`src/rtl/boot_pkg.sv`:
```
// boot_pkg: shared state/error types and the default frame sync byte.
package boot_pkg;
    typedef enum logic [2:0] {IDLE, LEN_LO, LEN_HI, DATA, CSUM, DONE} boot_state_e;
    typedef enum logic [1:0] {ERR_NONE, ERR_CSUM, ERR_LEN, ERR_TIMEOUT} boot_err_e;
    localparam logic [7:0] SYNC_BYTE = 8'hA5;
endpackage

```
`src/rtl/boot_byte_timer.sv`:
```
// boot_byte_timer: down-counter reloaded on clear; expire_o fires when it hits zero while enabled.
module boot_byte_timer #(
    parameter int TimeoutCyc = 1_000_000,
    localparam int W = (TimeoutCyc > 2) ? $clog2(TimeoutCyc) : 1
) (
    input  logic clock,
    input  logic reset,
    input  logic clr_i,
    input  logic en_i,
    output logic expire_o
);
    logic [W-1:0] cnt_q;

    always_ff @(posedge clock) begin
        if (reset || clr_i) cnt_q <= W'(TimeoutCyc - 1);
        else if (en_i && cnt_q != '0) cnt_q <= cnt_q - 1'b1;
    end

    assign expire_o = en_i && cnt_q == '0;
endmodule

```
`src/rtl/uart_boot_loader.sv`:
```
// uart_boot_loader: decodes a framed program image from UART bytes into ICCM word writes
// and releases the core from reset once a frame checks out.
module uart_boot_loader
    import boot_pkg::*;
#(
    parameter int         AddrW      = 12,
    parameter int         TimeoutCyc = 1_000_000,
    parameter logic [7:0] SyncByte   = SYNC_BYTE
) (
    input  logic             clock,
    input  logic             reset,
    input  logic             rx_dv_i,
    input  logic [7:0]       rx_byte_i,
    output logic             we_o,
    output logic [AddrW-1:0] addr_o,
    output logic [31:0]      wdata_o,
    output logic             core_reset_o,
    output logic             done_o,
    output logic [1:0]       err_o
);
    localparam logic [16:0] MaxLen = 17'(2 ** AddrW);

    boot_state_e      state_q, state_d;
    boot_err_e        err_q, err_d;
    logic [15:0]      len_q, len_d, len_in;
    logic [1:0]       idx_q, idx_d;
    logic [AddrW-1:0] addr_q, addr_d, waddr_q, waddr_d;
    logic [7:0]       acc_q, acc_d;
    logic [23:0]      wbuf_q, wbuf_d;
    logic [31:0]      wdata_q, wdata_d;
    logic             we_q, we_d, core_rst_q, core_rst_d, done_q, done_d;
    logic             active, expire, last_word;

    assign active    = state_q inside {LEN_LO, LEN_HI, DATA, CSUM};
    assign len_in    = {rx_byte_i, len_q[7:0]};
    assign last_word = addr_q == AddrW'(len_q - 16'd1);

    // A byte arriving on the expiry cycle clears the timer and wins.
    boot_byte_timer #(.TimeoutCyc(TimeoutCyc)) u_timer (
        .clock   (clock),
        .reset   (reset),
        .clr_i   (rx_dv_i || !active),
        .en_i    (active && !rx_dv_i),
        .expire_o(expire)
    );

    always_comb begin
        state_d    = state_q;
        err_d      = err_q;
        len_d      = len_q;
        idx_d      = idx_q;
        addr_d     = addr_q;
        acc_d      = acc_q;
        wbuf_d     = wbuf_q;
        waddr_d    = waddr_q;
        wdata_d    = wdata_q;
        we_d       = 1'b0;
        core_rst_d = core_rst_q;
        done_d     = done_q;
        if (rx_dv_i) begin
            case (state_q)
                IDLE, DONE: if (rx_byte_i == SyncByte) begin
                    state_d    = LEN_LO;
                    done_d     = 1'b0;
                    err_d      = ERR_NONE;
                    core_rst_d = 1'b1;
                end
                LEN_LO: begin
                    len_d[7:0] = rx_byte_i;
                    state_d    = LEN_HI;
                end
                LEN_HI: begin
                    len_d   = len_in;
                    addr_d  = '0;
                    idx_d   = '0;
                    acc_d   = '0;
                    state_d = ({1'b0, len_in} > MaxLen) ? IDLE : (len_in == '0) ? CSUM : DATA;
                    err_d   = ({1'b0, len_in} > MaxLen) ? ERR_LEN : err_q;
                end
                DATA: begin
                    acc_d  = acc_q ^ rx_byte_i;
                    idx_d  = idx_q + 2'd1;
                    wbuf_d = {rx_byte_i, wbuf_q[23:8]};
                    if (idx_q == 2'd3) begin
                        we_d    = 1'b1;
                        waddr_d = addr_q;
                        wdata_d = {rx_byte_i, wbuf_q};
                        addr_d  = addr_q + 1'b1;
                        state_d = last_word ? CSUM : DATA;
                    end
                end
                CSUM: begin
                    state_d    = ((acc_q ^ rx_byte_i) == '0) ? DONE : IDLE;
                    done_d     = (acc_q ^ rx_byte_i) == '0;
                    core_rst_d = (acc_q ^ rx_byte_i) != '0;
                    err_d      = ((acc_q ^ rx_byte_i) == '0) ? ERR_NONE : ERR_CSUM;
                end
                default: ;
            endcase
        end else if (expire) begin
            state_d = IDLE;
            err_d   = ERR_TIMEOUT;
        end
    end

    always_ff @(posedge clock) begin
        if (reset) begin
            state_q    <= IDLE;
            err_q      <= ERR_NONE;
            len_q      <= '0;
            idx_q      <= '0;
            addr_q     <= '0;
            acc_q      <= '0;
            wbuf_q     <= '0;
            waddr_q    <= '0;
            wdata_q    <= '0;
            we_q       <= 1'b0;
            core_rst_q <= 1'b1;
            done_q     <= 1'b0;
        end else begin
            state_q    <= state_d;
            err_q      <= err_d;
            len_q      <= len_d;
            idx_q      <= idx_d;
            addr_q     <= addr_d;
            acc_q      <= acc_d;
            wbuf_q     <= wbuf_d;
            waddr_q    <= waddr_d;
            wdata_q    <= wdata_d;
            we_q       <= we_d;
            core_rst_q <= core_rst_d;
            done_q     <= done_d;
        end
    end

    assign we_o         = we_q;
    assign addr_o       = waddr_q;
    assign wdata_o      = wdata_q;
    assign core_reset_o = core_rst_q;
    assign done_o       = done_q;
    assign err_o        = err_q;
endmodule

```
`config.mk`:
```
export PLATFORM = sky130hd
export DESIGN_NAME = uart_boot_loader
export DESIGN_NICKNAME = d
export VERILOG_FILES = /design/src/rtl/boot_pkg.sv /design/src/rtl/boot_byte_timer.sv /design/src/rtl/uart_boot_loader.sv
export SDC_FILE = /design/constraint.sdc
export NUM_CORES = 1
export LEC_CHECK = 0
export BUFFER_PORTS_ARGS = -buffer_cell sky130_fd_sc_hd__buf_2
export CORE_MARGIN = 2
export CORE_UTILIZATION = 45
export CTS_CLUSTER_SIZE = 14
export DETAILED_ROUTE_END_ITERATION = 8
export PLACE_DENSITY = 0.71
export SLEW_MARGIN = 20
export SYNTH_ARGS = -nofsm -noshare
export SYNTH_HDL_FRONTEND = slang
export SYNTH_SLANG_ARGS = --single-unit
```
`constraint.sdc`:
```
create_clock -name clock -period 3 [get_ports clock]
set_input_delay 0.3 -clock clock [delete_from_list [all_inputs] [get_ports clock]]
set_output_delay 0.3 -clock clock [all_outputs]
set_load 0.05 [all_outputs]
```
# Word-level counts from Yosys, hierarchy flattened
# Index checks and enable logic that the tools add are counted.
[totals]
elab_cells = 89
output_inout_bits = 49
regBits = 130
input_bits = 11
[op_classes]
eq_ne = 15
muxes = 24
magnitude_cmp = 1
add_sub_neg = 4
n_bitwise = 3
n_reduce_logical = 28
[ops]
columns = ["cell", "count"]
rows = [
  ["two-way mux 3 bit", 8],
  ["one-hot mux 12 bit (2 select lines)", 1],
  ["zero test 20 bit", 1],
  ["nonzero test 20 bit", 1],
  ["subtractor 20 x 1 -> 20 bit, second input constant", 1],
  ["> comparator 16 x 13 -> 1 bit, second input constant", 1],
  ["zero test 16 bit", 1],
  ["one-hot mux 8 bit (2 select lines)", 1],
  ["one-hot mux 3 bit (5 select lines)", 1],
  ["adder 12 x 1 -> 12 bit, second input constant", 1],
  ["equality test 12 bit", 1],
  ["two-way mux 12 bit", 1],
  ["subtractor 12 x 1 -> 12 bit, second input constant", 1],
  ["AND reduction 3 bit", 3],
  ["equality test 8 bit, second input constant", 1],
  ["zero test 8 bit", 1],
  ["two-way mux 2 bit", 4],
  ["AND reduction 2 bit", 4],
  ["AND reduction 4 bit", 2],
  ["nonzero test 8 bit", 1],
  ["bitwise XOR 8 bit", 1],
  ["equality test 3 x 2 -> 1 bit, second input constant", 2],
  ["equality test 3 bit, second input constant", 2],
  ["!= test 3 x 2 -> 1 bit, second input constant", 2],
  ["other kinds (21)", 32],
]

# Logic depth before layout (Yosys ltp)
[depth]
ltp_word = 6
depth_mapped = 8
depth_no_buf = 8

# Cells and area by module
# Synthesis repeated with hierarchy kept, for this count alone.
[hier_totals]
cells_unflattened = 740
area_unflattened_um2 = 5896.9
[by_module_without_submodules]
columns = ["mod", "cells_each", "area_per_inst_um2", "seq_area_each_um2", "instances"]
rows = [
  ["uart_boot_loader", 612, 4815.9, 2202.1, 1],
  ["boot_byte_timer", 128, 1081.0, 400.4, 1],
]

# Least setup slack after synthesis
# Ideal clock, no wire load.
[synth_timing]
path_type = "reg-to-reg"
startpoint = "register u_timer.cnt_q[6]"
endpoint = "register u_timer.cnt_q[3]"
period_less_slack_ns = 1.846
arrival_ns = 1.717
required_ns = 2.871
path_slack_ns = 1.154
path_buffers = 0
path_stages_with_launch = 7
setup_ns = 0.129
cell_sequence = "dfxtp_1 -> or3_4 -> or3_4 -> nor3_4 -> or4b_1 -> xor2_1 -> nand2_1"
[synth_between]
elab_chain_len = 2
[synth_lines]
columns = ["element", "line", "source"]
rows = [
  ["start: declaration", "boot_byte_timer.sv:12", "logic [W-1:0] cnt_q;"],
  ["start signal: assignment", "boot_byte_timer.sv:15", "if (reset || clr_i) cnt_q <= W'(TimeoutCyc - 1);"],
  ["start signal: assignment", "boot_byte_timer.sv:16", "else if (en_i && cnt_q != '0) cnt_q <= cnt_q - 1'b1;"],
  ["nonzero test 20 bit", "boot_byte_timer.sv:16", ""],
  ["logical AND 1 bit", "boot_byte_timer.sv:16", ""],
]
# Every way passes these cells.
# A chain may end at the register's enable or synchronous reset.

# Worst setup path after layout
[layout_timing]
startpoint = "register state_q[2]"
endpoint = "register u_timer.cnt_q[18]"
[layout_between]
elab_chain_len = 5
word_cells_on_any_way = 10
cone_classes = "eq/ne (4); reduce/logical (6)"
[layout_lines]
columns = ["element", "line", "source"]
rows = [
  ["start: declaration", "uart_boot_loader.sv:23", "boot_state_e state_q, state_d;"],
  ["start signal: assignment", "uart_boot_loader.sv:121", "state_q <= state_d;"],
  ["equality test 3 x 1 -> 1 bit, or another cell as far along", "uart_boot_loader.sv:34", "assign active = state_q inside {LEN_LO, LEN_HI, DATA, CSUM};"],
  ["nonzero test 4 bit (*)", "uart_boot_loader.sv:34", ""],
  ["zero test 1 bit", "uart_boot_loader.sv:42", ".clr_i (rx_dv_i || !active),"],
  ["logical OR 1 bit", "uart_boot_loader.sv:42", ""],
  ["logical OR 1 bit", "boot_byte_timer.sv:15", ""],
]
# Every way passes the cells marked *; elsewhere a longest branch is shown, timed or not.

==> flow_metrics.env <==
export IMPL_ctsHoldBuffers=0
export IMPL_final_util=0.541
export IMPL_synth_warnings=0
export IMPL_die_y_um=118
export IMPL_reg2reg_depth=6
export IMPL_nets=804
export IMPL_finalMaxSlewViolations=0
export IMPL_tns_ns=0
export IMPL_period_share=0.761
export IMPL_final_common_cell="nand2_1"
export IMPL_place_area_um2=6290
export IMPL_ys_types=66
export IMPL_synth_area_leaders="dfxtp_1 (44%), nand2_1 (13%), a21oi_1 (8.8%), xor2_1 (5.8%), nor2_1 (2.9%)"
export IMPL_drtPass1Iterations=6
export IMPL_synth_avg_cell_area_um2=7.87
export IMPL_synth_largest_area_cell="dfxtp_1"
export IMPL_drt_iter0_drc=324
export IMPL_seq_area_frac_synth=0.443
export IMPL_antenna_cells=0
export IMPL_syn_inst=747
export IMPL_fmax_mhz=438
export IMPL_finalCriticalPeriod_ns=2.28
export IMPL_synthArstFlopShare=0
export IMPL_grt_use_total=0.196
export IMPL_fillers=1223
export IMPL_cts_max_level=4
export IMPL_reg2reg_slack_ns=0.72
export IMPL_grt_overflow=0
export IMPL_area_growth_pct=16.6
export IMPL_crit_path_start_kind="flop"
export IMPL_powerDensity_nw_per_um2=552
export IMPL_coreArea_um2=12700
export IMPL_syn_cell_area_um2=5880
export IMPL_hold_violations=0
export IMPL_fp_dieW_um=118
export IMPL_finalSetupViolations=0
export IMPL_min_to="wdata_o[29]$_SDFFE_PP0P_"
export IMPL_post_cts_setup_buffers=0
export IMPL_vias=5081
export IMPL_clk_latency_ns=0.42
export IMPL_design_area_um2=6850
export IMPL_worst_pin_slew_ns=0.734
export IMPL_ctsResizeCount=0
export IMPL_max_cap_violations=0
export IMPL_relSlewSlack=0.508
export IMPL_wire_per_inst_um=13.8
export IMPL_io_pins=60
export IMPL_critPathKind="reg -> reg"
export IMPL_rr_startpoint="state_q[2]$_SDFFE_PP0P_"
export IMPL_dpl_hpwl_um=9020
export IMPL_layout_common_cells="nand2_1 (196), dfxtp_1 (130), a21oi_1 (103)"
export IMPL_hp_start="rx_byte_i[5]"
export IMPL_pre_cts_slack_ns=0.745
export IMPL_drtAntennaViolNets=0
export IMPL_setup_worst_path_end_class="flop"
export IMPL_path_max_fanout=19
export IMPL_fin_skew_ns=0.00698
export IMPL_root_buffer="clkbuf_16"
export IMPL_clk_pin_slew_worst_paths_ns=0.06
export IMPL_cts_inserted_buffers=17
export IMPL_portBuffers=59
export IMPL_cp_required_ns=3.29
export IMPL_timing_rr_end="u_timer.cnt_q[18]$_SDFFE_PP1P_"
export IMPL_wl_um=13500
export IMPL_grt_pass1_vias=4514
export IMPL_fin_ws_ns=0.718
export IMPL_cts_sinks=130
export IMPL_placementRows=41
export IMPL_drive_gt1_frac=0.148
export IMPL_antenna_found_initial=0
export IMPL_hp_class="in -> reg"
export IMPL_total_power_w=0.00378
export IMPL_cts_tree="yes"
export IMPL_holdPathStages=3
export IMPL_syn_num_nets=762
export IMPL_status="complete, no violations"
export IMPL_synth_top_area_frac=0.443
export IMPL_arrival_ns=2.57
export IMPL_grt_start_max_net_pins=46
export IMPL_ys_flop_type="dfxtp_1"
export IMPL_clk_path_buf_depth=2
export IMPL_remaining_drc_errors=0
export IMPL_synth_edff_count=0
export IMPL_routabilityCongestion=0.826
export IMPL_start_util=0.464
export IMPL_grt_pass1_wl_um=22600
export IMPL_leakagePower_nw=2.48
export IMPL_rsz0062_at_grt="no"
export IMPL_ys_seq_elements=130
export IMPL_dieArea_um2=14000
export IMPL_ir_drop_v=0.000400
export IMPL_startpoint="state_q[2]$_SDFFE_PP0P_"
export IMPL_routed_via_density=5.22
## layout make-up
class	count	area, um^2	area share
timing repair buffer	69	370	0.0540
inverter	11	41.3	0.00602
sequential	130	2600	0.380
clock buffer	19	443	0.0646
multi-input combinational	560	3060	0.446
clock inverter	13	125	0.0183
tap	172	215	0.0314
## kinds of logic after synthesis
group / share of synthesized area
AND/OR/NAND/NOR: 0.280
AO/OA/AOI/OAI: 0.153
flip-flops: 0.443
buffers and inverters: 0.0383
XOR/XNOR: 0.0715
adder cells (fa/ha/maj): 0.0102
multiplexers: 0.00362
## flip-flops by register name (all words and copies together), names as in the netlist
register and flops:
wdata_o 32, wbuf_q 24, u_timer.cnt_q 20, addr_o 12
addr_q 12, len_q 12, acc_q 8, state_q 3
err_o 2, idx_q 2, core_reset_o 1, done_o 1
we_o 1
## worst max path at each step
stage	end	slack [ns]	cells past startpoint
3_3_place_gp	u_timer.cnt_q[18]$_SDFFE_PP1P_	0.81	6
6_report	u_timer.cnt_q[18]$_SDFFE_PP1P_	0.72	6
2_1_floorplan	u_timer.cnt_q[3]$_SDFFE_PP1P_	1.15	6
5_1_grt	u_timer.cnt_q[18]$_SDFFE_PP1P_	0.49	6
3_5_place_dp	u_timer.cnt_q[18]$_SDFFE_PP1P_	0.74	6
4_1_cts	u_timer.cnt_q[18]$_SDFFE_PP1P_	0.72	6
## routing by layer
metal / wire, um / track usage / up-vias
met1: 6890 / 0.281 / 2357
met3: 564 / 0.0439 / 11
li1: - / - / 2615
met5: 0 / 0 / -
met2: 5880 / 0.288 / 98
met4: 139 / 0.0693 / 0
## metrics by stage
stage          std cells  hold WS [ns]
2_1_floorplan        747         0.432
3_3_place_gp         942         0.440
3_5_place_dp         942         0.444
4_1_cts              974         0.205
5_1_grt              974         0.217
6_report             974         0.215
## synth_stat cells, drive strengths merged (2+ instances only)
cell type  number
nand2b          7
o211ai          3
nand3          16
o21a            2
xor2           39
and4            2
buf            10
a31oi           3
a21oi         103
dfxtp         130
o21ai          21
or3             3
a311oi          2
nor2b          14
o2bb2ai         2
o31ai           2
ha              4
nand4           9
a21boi          2
nor2           45
clkbuf         36
a211oi          2
or2             2
a41oi           2
nor3b          10
o22ai           3
nor4           10
o2111ai         2
and2            4
nor3           14
xnor2           9
nand3b          5
clkinv          2
nand2         196
inv             9
and3            4
nand4b          2
## power by group
| group | internal [W] | switching [W] | leakage (nW) |
|---|---|---|---|
| logic | 0.0000176 | 0.0000573 | 1.16 |
| registers | 0.00173 | 0.000000507 | 1.05 |
| clock network | 0.00117 | 0.000804 | 0.269 |
## critical path, stage by stage (launching register included)
cell	delay [ns]
dfxtp_1	0.68
nor3b_2	0.43
o2111ai_1	0.22
a311oi_2	0.46
nand3_1	0.15
xor2_1	0.15
nand2_1	0.06
No activity file was read; power rests on OpenSTA's default activity.
